**config.mk**
```make
export PLATFORM = sky130hd
export DESIGN_NAME = reg_scoreboard_flat
export DESIGN_NICKNAME = d
export VERILOG_FILES = /design/src/rtl/reg_scoreboard_if.sv /design/src/rtl/reg_scoreboard.sv /design/src/flat_wrapper.sv
export SDC_FILE = /design/constraint.sdc
export NUM_CORES = 1
export LEC_CHECK = 0
export CAP_MARGIN = 20
export CORE_MARGIN = 4
export CORE_UTILIZATION = 58
export CTS_BUF_LIST = sky130_fd_sc_hd__clkbuf_2
export DETAILED_ROUTE_END_ITERATION = 7
export GPL_TIMING_DRIVEN = 0
export PLACE_DENSITY_LB_ADDON = 0.05
export REMOVE_ABC_BUFFERS = 1
export SKIP_LAST_GASP = 1
export SYNTH_ARGS = -nofsm -noshare
export SYNTH_HDL_FRONTEND = slang
export SYNTH_SLANG_ARGS = --single-unit
```
**constraint.sdc**
```tcl
create_clock -name clk -period 13 [get_ports clk]
set_clock_uncertainty 0.05 [all_clocks]
set_input_delay 1.95 -clock clk [delete_from_list [all_inputs] [get_ports clk]]
set_output_delay 1.95 -clock clk [all_outputs]
set_load 0.005 [all_outputs]
```
**src/rtl/reg_scoreboard_if.sv**
```systemverilog
// Decode/writeback handshake bundle for the register scoreboard.
// master: decode + writeback side; slave: scoreboard.
interface reg_scoreboard_if #(
  parameter int CNT_W = 16
);
  logic             issue_valid;
  logic [4:0]       rs;
  logic [4:0]       rt;
  logic             rs_used;
  logic             rt_used;
  logic [4:0]       rd;
  logic             rd_write;
  logic             wb_valid;
  logic [4:0]       wb_rd;
  logic             stall;
  logic             issue_fire;
  logic [31:0]      busy;
  logic [5:0]       pending_count;
  logic [CNT_W-1:0] stall_count;

  modport master (
    output issue_valid, rs, rt,
    output rs_used, rt_used,
    output rd, rd_write,
    output wb_valid, wb_rd,
    input  stall, issue_fire,
    input  busy, pending_count,
    input  stall_count
  );

  modport slave (
    input  issue_valid, rs, rt,
    input  rs_used, rt_used,
    input  rd, rd_write,
    input  wb_valid, wb_rd,
    output stall, issue_fire,
    output busy, pending_count,
    output stall_count
  );
endinterface

```
**src/rtl/reg_scoreboard.sv**
```systemverilog
// Register scoreboard and issue-stall control for decode.
// Ports: clk, reset (async high), sb (slave bundle):
//   decode request in, writeback in, stall/fire/busy/counts out.
module reg_scoreboard #(
  parameter int CNT_W = 16
) (
  input  logic         clk,
  input  logic         reset,
  reg_scoreboard_if.slave sb
);

  logic [31:0]      busy_q;
  logic [31:0]      busy_d;
  logic [31:0]      wb_dec;
  logic [31:0]      set_dec;
  logic [31:0]      eff;
  logic [5:0]       pend_q;
  logic [5:0]       pend_d;
  logic [CNT_W-1:0] cnt_q;
  logic             raw;
  logic             waw;
  logic             stall;
  logic             fire;

  // One-hot writeback; register 0 never matches.
  always_comb begin
    wb_dec = '0;
    if (sb.wb_valid) begin
      wb_dec[sb.wb_rd] = 1'b1;
    end
    wb_dec[0] = 1'b0;
  end

  // Same-cycle writeback hides the hazard (write-then-read RF).
  assign eff = busy_q & ~wb_dec;

  assign raw = (sb.rs_used & eff[sb.rs])
             | (sb.rt_used & eff[sb.rt]);
  assign waw = sb.rd_write & eff[sb.rd];

  assign stall = sb.issue_valid & (raw | waw);
  assign fire  = sb.issue_valid & ~stall;

  always_comb begin
    set_dec = '0;
    if (fire && sb.rd_write) begin
      set_dec[sb.rd] = 1'b1;
    end
    set_dec[0] = 1'b0;
  end

  // Set wins over clear for the same register.
  assign busy_d = (busy_q & ~wb_dec) | set_dec;

  always_comb begin
    pend_d = '0;
    for (int i = 1; i < 32; i++) begin
      pend_d = pend_d + 6'(busy_d[i]);
    end
  end

  always_ff @(posedge clk or posedge reset) begin
    if (reset) begin
      busy_q <= '0;
      pend_q <= '0;
    end else begin
      busy_q <= busy_d;
      pend_q <= pend_d;
    end
  end

  always_ff @(posedge clk or posedge reset) begin
    if (reset) begin
      cnt_q <= '0;
    end else if (stall && (cnt_q != '1)) begin
      cnt_q <= cnt_q + 1'b1;
    end
  end

  assign sb.stall         = stall;
  assign sb.issue_fire    = fire;
  assign sb.busy          = busy_q;
  assign sb.pending_count = pend_q;
  assign sb.stall_count   = cnt_q;

endmodule

```
**src/flat_wrapper.sv**
```systemverilog
// flat-port wrapper written by rule: the top's interface ports become plain ports
module reg_scoreboard_flat 
#(
  parameter int CNT_W = 16
)
  (clk, reset, sb_issue_valid, sb_rs, sb_rt, sb_rs_used, sb_rt_used, sb_rd, sb_rd_write, sb_wb_valid, sb_wb_rd, sb_stall, sb_issue_fire, sb_busy, sb_pending_count, sb_stall_count);
  reg_scoreboard_if #(.CNT_W(CNT_W)) sb_i ();
  input  logic clk;
  input  logic reset;
  input wire logic [$bits(sb_i.issue_valid)-1:0] sb_issue_valid;
  input wire logic [$bits(sb_i.rs)-1:0] sb_rs;
  input wire logic [$bits(sb_i.rt)-1:0] sb_rt;
  input wire logic [$bits(sb_i.rs_used)-1:0] sb_rs_used;
  input wire logic [$bits(sb_i.rt_used)-1:0] sb_rt_used;
  input wire logic [$bits(sb_i.rd)-1:0] sb_rd;
  input wire logic [$bits(sb_i.rd_write)-1:0] sb_rd_write;
  input wire logic [$bits(sb_i.wb_valid)-1:0] sb_wb_valid;
  input wire logic [$bits(sb_i.wb_rd)-1:0] sb_wb_rd;
  output wire logic [$bits(sb_i.stall)-1:0] sb_stall;
  output wire logic [$bits(sb_i.issue_fire)-1:0] sb_issue_fire;
  output wire logic [$bits(sb_i.busy)-1:0] sb_busy;
  output wire logic [$bits(sb_i.pending_count)-1:0] sb_pending_count;
  output wire logic [$bits(sb_i.stall_count)-1:0] sb_stall_count;
  assign sb_i.issue_valid = sb_issue_valid;
  assign sb_i.rs = sb_rs;
  assign sb_i.rt = sb_rt;
  assign sb_i.rs_used = sb_rs_used;
  assign sb_i.rt_used = sb_rt_used;
  assign sb_i.rd = sb_rd;
  assign sb_i.rd_write = sb_rd_write;
  assign sb_i.wb_valid = sb_wb_valid;
  assign sb_i.wb_rd = sb_wb_rd;
  assign sb_stall = sb_i.stall;
  assign sb_issue_fire = sb_i.issue_fire;
  assign sb_busy = sb_i.busy;
  assign sb_pending_count = sb_i.pending_count;
  assign sb_stall_count = sb_i.stall_count;
  reg_scoreboard #(.CNT_W(CNT_W)) u_core (.clk(clk), .reset(reset), .sb(sb_i));
endmodule
```
==> impl_results.md, run 1 <==
* Final WL at around 12,000 um
* R2R cell count at 24
* Run status: complete, no violations
* Synthesized flop and latch total at 53
* Number of flops mapped to enable cells by yosys at 0
* I/O pin total at 83
* Asr flop ratio synth at 1.000
* CTS Sinks at 53
* Largest cells by area after synthesis: dfrtp_1 (31%), fa_1 (11%), mux4_2 (6.4%)
* Crit end category: flip-flop
* Syn-to-layout area delta at 21.17%
* Drt drc at 0
* Worst skew pair latency at 0.48 ns
* Via count at between 3,000 and 4,000
* Dpl cell area at 0.005081 mm2
* Yosys cell types at 62
* Filler cells at about 510
* Hold crit path type: flip-flop to flip-flop
* Mapped Area at between 0.004 and 0.005 mm2
* Top cells by count, synth: dfrtp_1 (53), inv_1 (34), o21ai_0 (26)
* Post-DRT Antenna Nets at 0
* CTS Buf Count at 5
* Layout cells sized above 1 at 0.09110
* Most common cell in the netlist: dfrtp_1
* PostCTS Resize Cnt at 0
* Global-route wire length before repair at 20,050 um
* Max_slew headroom at 0.3853
* Reg clk slew, reported paths at slightly below 0.3 ns
* CTS tree: built
* Final global-route overflow total at 0
* Final worst slack at roughly 2.2 ns
* Syn Area/Cell at a little over 10 um2
* Hold-fix buffers, CTS at 0
* Yosys Warn Count at 0
* Row Count at 30
* Critical R2R Capture: u_core.sb.pending_count[5]
* DP Cell Count at roughly 570
* Internal reg-to-reg setup slack at 4.63 ns
* Fmax at 92.42 MHz
* Post-synth top area cell: dfrtp_1
* Final min period at 10.82 ns
* Final Hold Viols at 0
* Die area at about 0.0088 mm2
* Pin count of the biggest net entering global routing at between 40 and 50
* Core area at a little under 0.007 mm2
* Worst hold endpoint: u_core.sb.stall_count[8]
* Final slew viol count at 0
* Leak pwr at 2.127 nW
* Slew @ Worst Pin at 0.9220 ns
* Setup bufs post-CTS at 0
* Clock tree buffer depth at 2
* Hold wc startpoint: u_core.sb.stall_count[8]
* # H-tree levels at 2
* DR iter-0 viols at 455
* Die height at approximately 94 um
* ANT cells at 0
* Final setup vio count at 0
* Post-synthesis sequential area ratio at 0.3120
* Critical path launch point type: input port
* Drt via density at between 6 and 7
* Place WS at roughly 1.8 ns
* Routability congestion estimate at between 0.9 and 1
* Final HPWL DP at approximately 9400 um
* Power density cells at around 200 mW/mm2
* Setup TNS at 0 ns
* CP max FO at 44
* Drt wl/cell at ~22 um
* RSZ-0062 raised after global routing: no
* Post-synth top flop: dfrtp_1
* Root buf cell: clkbuf_2
* Vias in the first global route at between 3,000 and 4,000
* Fin cells at between 500 and 600
* Max Cap Viol at 0
* Share of the synthesized area in the top cell type at 0.3120
* IO buf count at between 80 and 90
* Cells after synthesis at ~420
* Pre-antenna DRT Iters at 5
* Hold Crit Depth at 1
* Die W at about 94 um
* Final period util at 0.8323
* VDD IR max at around 450 uV
* Total GRT Usage at 0.2981
* Hold Slack at 0.4660 ns
* Kind of critical path: input port to flip-flop
* Antenna violations before repair at 0
* Post-route cell area at 0.005150 mm2
* R2r startpoint: u_core.sb.busy[14]
* Crit path DAT at 11.15 ns
* Worst EP required at around 13 ns
* Final net count at ~540
* Starting Density at 0.6121
-- through the flow --
stage / util / power, mW
final: 0.7416 / 1.046
after global routing: 0.7416 / 1.184
after CTS: 0.7416 / 1.053
after detailed placement: 0.7317 / 0.9642
after global placement: 0.7286 / 0.9484
after floorplan: - / 0.7603
-- logic make-up after synthesis --
family                     after synthesis  synth area share
adders and majority gates               33            0.1378
AOI/OAI and AO/OA                      110            0.1961
xor gates and xnor gates                18           0.03709
other                                    1         0.0008823
buffers and inverters                   58           0.05858
muxes                                   26           0.09744
and+or+nand+nor                        118            0.1601
DFF                                     53            0.3120
-- registers in the layout (all words and copies together) (netlist names) --
name and flops:
u_core.sb.busy 31, u_core.sb.pending_count 6, u_core.sb.stall_count 16
-- layout make-up --
class,count,area (um2),area share
clock buffers,5,25.02,0.004859
repair buffers,82,830.8,0.1613
well taps,96,120.1,0.02332
clock inverters,3,43.79,0.008503
multi-input cells,306,2676,0.5197
inverters,34,127.6,0.02478
flip-flops and latches,53,1326,0.2575
-- worst max path at each step --
stage / endpoint / slack [ns] / cells after the start / start
4_1_cts: u_core.sb.pending_count[5] / 2.33 / 26 / sb_wb_rd[4]
3_5_place_dp: u_core.sb.pending_count[5] / 1.84 / 26 / sb_wb_rd[4]
5_1_grt: u_core.sb.pending_count[5] / 1.91 / 26 / sb_wb_rd[4]
6_report: u_core.sb.pending_count[5] / 2.18 / 26 / sb_wb_rd[4]
2_1_floorplan: u_core.sb.pending_count[5] / 3.22 / 25 / sb_wb_rd[3]
3_3_place_gp: u_core.sb.pending_count[5] / 1.72 / 26 / sb_wb_rd[4]
-- worst max-delay path: stages --
cell and delay (ns):
clkdlybuf4s50_1 0.56, nand4b_1 0.43, o21ai_0 0.70, o22ai_1 0.15, a211o_1 0.31, or4_4 0.52, o31ai_4 0.29, nand4_4 0.30
or3_2 0.91, o31ai_2 0.41, ha_1 0.31, fa_1 0.59, fa_1 0.59, inv_1 0.06, fa_1 0.41, inv_1 0.07
fa_1 0.43, fa_1 0.54, inv_1 0.05, fa_1 0.58, inv_1 0.05, ha_1 0.28, a21o_1 0.18, a21oi_1 0.21
nor2b_1 0.07, o21a_1 0.16
-- power breakdown --
part,switching (mW),leakage [nW],internal [mW]
registers,0.0226,0.701,0.208
clock network,0.0572,0.0433,0.0330
logic,0.372,1.38,0.353
-- cells in the final DEF (no fill, tap or decap), types with 2 or more instances in the layout --
| cell | n |
|---|---|
| nor3_1 | 11 |
| and3_1 | 11 |
| and2_1 | 3 |
| clkbuf_2 | 5 |
| nor2b_1 | 5 |
| nand3_1 | 14 |
| nand3b_1 | 4 |
| o21ai_1 | 3 |
| ha_1 | 10 |
| o31a_1 | 13 |
| inv_1 | 33 |
| clkdlybuf4s50_1 | 81 |
| o22ai_1 | 5 |
| fa_1 | 23 |
| a2111oi_0 | 2 |
| o21ai_0 | 26 |
| o31ai_1 | 23 |
| o31ai_2 | 10 |
| nand4bb_1 | 2 |
| a41oi_1 | 2 |
| a21o_1 | 3 |
| xor2_1 | 2 |
| nand4b_1 | 3 |
| nor2_1 | 16 |
| mux4_2 | 12 |
| a21oi_1 | 7 |
| nand4_1 | 7 |
| mux2i_1 | 11 |
| nand2b_1 | 6 |
| o21a_1 | 2 |
| o211ai_1 | 2 |
| dfrtp_1 | 53 |
| nand2_1 | 21 |
| mux2_2 | 3 |
| xnor2_1 | 16 |
| nor3b_1 | 4 |
-- routing by layer --
metal / part of all wire / vias up / global-route usage
met4: 0.021 / 0 / 0.08303
met5: 0 / - / 0
li1: - / 1673 / -
met2: 0.47 / 239 / 0.4586
met1: 0.41 / 1875 / 0.4283
met3: 0.099 / 24 / 0.06436
No activity file was read; power rests on OpenSTA's default activity.
==> run 2, diff against run 1 <==
Settings changed: CORE_UTILIZATION 58 to 54.
Clock period 13 ns to 10.1 ns, I/O delays scaled along.
==> run 2 against run 1 <==
  * Total power is 31% higher
  * Clock-buffer cell count stayed put
  * Register-to-register slack worse by 2.6 ns
  * Critical path type unchanged
  * Largest power group unchanged
==> impl_results.md, run 2 (synthesis gave the netlist of run 1 again) <==
* Largest register FFs at 31 (unchanged)
* Final net count at 542 (unchanged)
* Final period util at 0.9798
* CTS tree: built (unchanged)
* Dpl cell area at 0.005089 mm2 (was 0.005081 mm2)
* ANT cells at 0 (unchanged)
* Most frequent cells in the layout: clkdlybuf4s50_1 (81), dfrtp_1 (53), inv_1 (33) (unchanged)
* Max_slew headroom at 0.4391 (was 0.3853)
* Syn-to-layout area delta at 21.08% (was 21.17%)
* Max Cap Viol at 0 (unchanged)
* Worst skew pair latency at 0.50 ns (was 0.48 ns)
* Starting Density at 0.5529 (was 0.6121)
* Antenna violations before repair at 0 (unchanged)
* IO buf count at 81 (unchanged)
* Final global-route overflow total at 0 (unchanged)
* Leak pwr at 2.120 nW (was 2.127 nW)
* Final Hold Viols at 0 (unchanged)
* Setup bufs post-CTS at 0 (unchanged)
* Root buf cell: clkbuf_2 (unchanged)
* Commonest non-fill, non-tap cell in the layout: clkdlybuf4s50_1 (unchanged)
* Hold wc startpoint: u_core.sb.stall_count[5] (was u_core.sb.stall_count[8])
* Pre-antenna DRT Iters at 5 (unchanged)
* Vias in the first global route at 3,828 (was 3,667)
* Via count at 3,784 (was 3,811)
* Slew @ Worst Pin at 0.8413 ns (was 0.9220 ns)
* Hold-fix buffers, CTS at 0 (unchanged)
* Drt drc at 0 (unchanged)
* Core area at 0.007687 mm2 (was 0.006944 mm2)
* Die height at 96.72 um (was 93.61 um)
* CTS Buf Count at 5 (unchanged)
* R2r startpoint: u_core.sb.busy[14] (unchanged)
* Final slew viol count at 0 (unchanged)
* Critical path launch point type: input port (unchanged)
* Final setup vio count at 0 (unchanged)
* Post-DRT Antenna Nets at 0 (unchanged)
* Final min period at between 9 and 10 ns
* CTS Sinks at 53 (unchanged)
* Row Count at 32 (was 30)
* Drt via density at 6.468 (was 6.582)
* Filler cells at 614 (was 513)
* # H-tree levels at 2 (unchanged)
* Global-route wire length before repair at 20,470 um (was 20,050 um)
* Run status: complete, no violations (unchanged)
* I/O pin total at 83 (unchanged)
* DR iter-0 viols at 370 (was 455)
* Clock tree buffer depth at 2 (unchanged)
* R2R cell count at 24 (unchanged)
* Final HPWL DP at 9368 um (was 9384 um)
* RSZ-0062 raised after global routing: no (unchanged)
* Die W at 96.72 um (was 93.61 um)
* Crit path DAT at 10.26 ns (was 11.15 ns)
* Routability congestion estimate at 0.9633 (was 0.9979)
* DP Cell Count at 577 (was 571)
* Layout cells sized above 1 at 0.09110 (unchanged)
* Kind of critical path: input port to flip-flop (unchanged)
* Drt wl/cell at 21.18 um (was 21.56 um)
* Power density cells at 265.8 mW/mm2 (was 203.2 mW/mm2)
* Hold Crit Depth at 1 (unchanged)
* Worst hold endpoint: u_core.sb.stall_count[5] (was u_core.sb.stall_count[8])
* Worst EP required at 10.46 ns (was 13.33 ns)
* Final WL at 12,390 um (was 12,480 um)
* Post-route cell area at 0.005146 mm2 (was 0.005150 mm2)
* Internal reg-to-reg setup slack at 2.01 ns (was 4.63 ns)
* Total GRT Usage at 0.2728 (was 0.2981)
* Hold crit path type: flip-flop to flip-flop (unchanged)
* CP max FO at 44 (unchanged)
* Fin cells at 585 (was 579)
* Pin count of the biggest net entering global routing at 45 (unchanged)
* VDD IR max at 431.7 uV (was 445.7 uV)
* Critical R2R Capture: u_core.sb.pending_count[5] (unchanged)
* Reg clk slew, reported paths at 0.33 ns (was 0.29 ns)
* Die area at 0.009355 mm2 (was 0.008762 mm2)
* Fmax at ~100 MHz
* Crit end category: flip-flop (unchanged)
## run 2: changes by cell type in the layout (fill, tap and decap cells not counted), sizes merged
cell    delta
inv        +2
bufinv     -1
clkinv     -1
## run 2: how the worst max path moves through the flow
stage	from	endpoint	slack, ns
floorplan	sb_wb_rd[3]	u_core.sb.pending_count[5]	0.75
global placement	sb_wb_rd[0]	u_core.sb.pending_count[5]	-0.97
detailed placement	sb_wb_rd[0]	u_core.sb.pending_count[5]	-0.73
CTS	sb_wb_rd[1]	u_core.sb.pending_count[5]	0.04
global route	sb_wb_rd[0]	u_core.sb.pending_count[5]	0.02
finish	sb_wb_rd[0]	u_core.sb.pending_count[5]	0.20
## run 2: worst max-delay path: stages
cell	delay, ns
clkdlybuf4s50_1	0.48
nand2b_1	0.45
o21ai_1	0.65
o22ai_1	0.13
a211o_1	0.31
or4_4	0.53
o31ai_4	0.29
nand4_4	0.31
or3_4	0.66
o31ai_2	0.34
ha_1	0.30
fa_1	0.53
fa_1	0.56
inv_1	0.06
fa_1	0.41
inv_1	0.08
fa_1	0.44
fa_1	0.55
inv_1	0.05
fa_1	0.60
inv_1	0.06
ha_1	0.28
a21o_1	0.18
a21oi_1	0.22
nor2b_1	0.08
o21a_1	0.16
## run 2: metrics by stage
step / util / TNS, ns / total power [mW] / hold WS, ns / setup WS (ns)
2_1_floorplan: - / 0 / 0.9786 / 0.4306 / 0.7535
3_3_place_gp: 0.6592 / -4.173 / 1.246 / 0.4300 / -0.9699
3_5_place_dp: 0.6619 / -2.692 / 1.273 / 0.4386 / -0.7279
4_1_cts: 0.6689 / 0 / 1.387 / 0.4645 / 0.03908
5_1_grt: 0.6694 / 0 / 1.538 / 0.4902 / 0.02294
6_report: 0.6694 / 0 / 1.368 / 0.4677 / 0.2038
## run 2: per-layer routing
layer	share of wire	vias to the layer above	global-route usage
li1	-	1669	-
met3	0.078	36	0.05912
met1	0.40	1865	0.3671
met5	0	-	0
met2	0.48	214	0.4230
met4	0.038	0	0.1253
## run 2: layout make-up
class                   count  area, um2  area share
multi-input cells         306       2680      0.5208
flip-flops and latches     53       1326      0.2577
repair buffers             82      830.8      0.1614
inverters                  34      127.6     0.02480
well taps                 102      127.6     0.02480
clock inverters             3      28.78    0.005592
clock buffers               5      25.02    0.004863
## run 2: report_power, final
| part | switching [mW] | leakage (nW) | internal, mW |
|---|---|---|---|
| clock | 0.0790 | 0.0359 | 0.0212 |
| sequential | 0.0301 | 0.701 | 0.268 |
| combinational | 0.507 | 1.38 | 0.462 |
| total | 0.616 | 2.12 | 0.752 |
## run 2: timing repair
item / CTS / global route
resized for setup: 3 / 1
endpoints found under the setup margin: 3 / 3
hold endpoints to repair: 0 / 0
==> run 3, diff against run 2 <==
Settings changed: CELL_PAD_IN_SITES_DETAIL_PLACEMENT set to 1, CELL_PAD_IN_SITES_GLOBAL_PLACEMENT set to 1, CORE_UTILIZATION 54 to 42, SKIP_CTS_REPAIR_TIMING set to 1.
==> run 3 against run 2 <==
  * Routed wire length grew 16%
  * Via count up 1.4%
  * Worst setup slack better by 0.014 ns
  * Non-clock buffer count stayed put
  * Utilization is 14 points lower
  * Clock power increased by 15%
  * Cell area is 1.7% higher
  * Die area rose by 26%
  * First-iteration DRC count decreased by 30%
  * Combinational power rose by 4%
  * Sequential share of layout area fell by 0.42 points
==> impl_results.md, run 3 (synthesis gave the netlist of run 1 again) <==
* Critical path's largest stage delay at 0.61 ns (was 0.66 ns)
* Worst path top cell family by delay: adder cells (unchanged)
* Worst skew pair latency at 0.45 ns (was 0.50 ns)
* Hold crit path type: flip-flop to flip-flop (unchanged)
* Total GRT Usage at 0.2453 (was 0.2728)
* Drt wl/cell at 23.18 um (was 21.18 um)
* Die height at 108.6 um (was 96.72 um)
* Max_slew headroom at 0.4651 (was 0.4391)
* P_int at 786.5 uW (was 751.7 uW)
* Final setup vio count at 0 (unchanged)
* CTS Buf Count at 5 (unchanged)
* Starting Density at 0.4328 (was 0.5529)
* CTS Sinks at 53 (unchanged)
* Crit path from: sb_wb_rd[1] (was sb_wb_rd[0])
* Worst EP required at 10.42 ns (was 10.46 ns)
* Final HPWL DP at 10,560 um (was 9368 um)
* Final slew viol count at 0 (unchanged)
* DR iter-0 viols at 259 (was 370)
* Buf/Inv on CP at 5 (unchanged)
* Reg power frac at 0.210 (was 0.218)
* R2R cell count at 24 (unchanged)
* Global-route wire length before repair at 22,160 um (was 20,470 um)
* R2r startpoint: u_core.sb.busy[16] (was u_core.sb.busy[14])
* Power density cells at 271.7 mW/mm2 (was 265.8 mW/mm2)
* Clock tree buffer depth at 2 (unchanged)
* CP max FO at 21 (was 44)
* Via count at 3,837 (was 3,784)
* Critical path launch point type: input port (unchanged)
* Final WL at 14,330 um (was 12,390 um)
* Most frequent cells in the layout: clkdlybuf4s50_1 (81), dfrtp_1 (53), inv_1 (33) (unchanged)
* Switch share at 0.4466 (was 0.4504)
* Drt via density at 6.209 (was 6.468)
* Final min period at 9.882 ns (was 9.896 ns)
* Layout cells sized above 1 at 0.1052 (was 0.09110)
* CP max-delay cell: or3_4 (unchanged)
* Routability congestion estimate at 0.9050 (was 0.9633)
* VDD IR max at 441.6 uV (was 431.7 uV)
* Post-DRT Antenna Nets at 0 (unchanged)
* Reg clk slew, reported paths at 0.29 ns (was 0.33 ns)
* Crit end category: flip-flop (unchanged)
* Fmax at 101.2 MHz (was 101.0 MHz)
* Critical R2R Capture: u_core.sb.pending_count[5] (unchanged)
* Kind of critical path: input port to flip-flop (unchanged)
* Critical path depth at 26 (unchanged)
* IO buf count at 81 (unchanged)
* Row Count at 36 (was 32)
* Die W at 108.6 um (was 96.72 um)
* Internal reg-to-reg setup slack at 2.18 ns (was 2.01 ns)
* Die area at 0.01179 mm2 (was 0.009355 mm2)
* Leak pwr at 2.134 nW (was 2.120 nW)
* Run status: complete, no violations (unchanged)
* Final global-route overflow total at 0 (unchanged)
* Final worst slack at 0.2182 ns (was 0.2038 ns)
* Sw power at 634.8 uW (was 616.0 uW)
* Final period util at 0.9784 (was 0.9798)
* Largest register FFs at 31 (unchanged)
* Max Cap Viol at 0 (unchanged)
* Pin count of the biggest net entering global routing at 45 (unchanged)
* CTS tree: built (unchanged)
* Root buf cell: clkbuf_2 (unchanged)
* Filler cells at 1,126 (was 614)
* Place WS at -1.043 ns (was -0.7279 ns)
* # H-tree levels at 2 (unchanged)
* ANT cells at 0 (unchanged)
* Clock power frac at 0.081 (was 0.073)
* Most used cell, CP: fa_1 (unchanged)
* Commonest non-fill, non-tap cell in the layout: clkdlybuf4s50_1 (unchanged)
* Crit path DAT at 10.20 ns (was 10.26 ns)
* Combinational Power Share at 0.708 (was 0.709)
* Syn-to-layout area delta at 23.08% (was 21.08%)
* Total power at 1.421 mW (was 1.368 mW)
* Drt drc at 0 (unchanged)
* Pre-antenna DRT Iters at 6 (was 5)
* Vias in the first global route at 4,082 (was 3,828)
* Critical path endpoint: u_core.sb.pending_count[5] (unchanged)
* I/O pin total at 83 (unchanged)
* Core area at 0.009819 mm2 (was 0.007687 mm2)
* Final Hold Viols at 0 (unchanged)
* Slew @ Worst Pin at 0.7940 ns (was 0.8413 ns)
* Final net count at 544 (was 542)
* Antenna violations before repair at 0 (unchanged)
run 3: cell count changes in the layout (fill, tap and decap cells not counted), sizes merged:
cell / change
inv: -3
or3: +2
bufinv: +1
clkinv: +1
clkbuf: +1
run 3: layout make-up:
class,instances,area (um2),area share
clock buffer,6,30.03,0.005740
clock inverter,2,38.79,0.007414
inverter,34,127.6,0.02440
multi-input combinational,308,2711,0.5183
sequential,53,1326,0.2535
tap,133,166.4,0.03181
timing repair buffer,82,830.8,0.1588
run 3: power groups by stage:
stage / clock, mW / combinational, mW / sequential (mW)
2_1_floorplan: 0 / 0.678 / 0.300
3_3_place_gp: 0 / 0.965 / 0.302
3_5_place_dp: 0 / 0.996 / 0.302
4_1_cts: 0.118 / 1.02 / 0.299
5_1_grt: 0.127 / 1.15 / 0.306
6_report: 0.115 / 1.01 / 0.299
run 3: metrics by stage:
step                TNS [ns]  hold WS, ns    util  cells  cell area, um2
finish                     0       0.4654  0.5327    618            5231
global route        -0.01199       0.4889  0.5327    618            5231
CTS                   -2.006       0.4717  0.5292    616            5196
detailed placement    -4.571       0.4313  0.5222    608            5127
global placement      -5.453       0.4317  0.5200    607            5106
floorplan                  0       0.4306       -    393            4129
run 3: per-layer routing:
layer	global-route usage	wire length, um	share of wire
met3	0.03821	983	0.069
met1	0.3162	5817	0.41
met2	0.4206	7120	0.50
met5	0	0	0
met4	0.08206	406	0.028
run 3: how the worst min path moves through the flow:
stage / startpoint / to / cells past startpoint
after floorplan: u_core.sb.stall_count[5] / u_core.sb.stall_count[5] / 1
after global placement: u_core.sb.stall_count[5] / u_core.sb.stall_count[5] / 1
after detailed placement: u_core.sb.stall_count[8] / u_core.sb.stall_count[8] / 1
after CTS: u_core.sb.stall_count[10] / u_core.sb.stall_count[10] / 1
after global routing: u_core.sb.stall_count[14] / u_core.sb.stall_count[14] / 1
final: u_core.sb.stall_count[10] / u_core.sb.stall_count[10] / 1
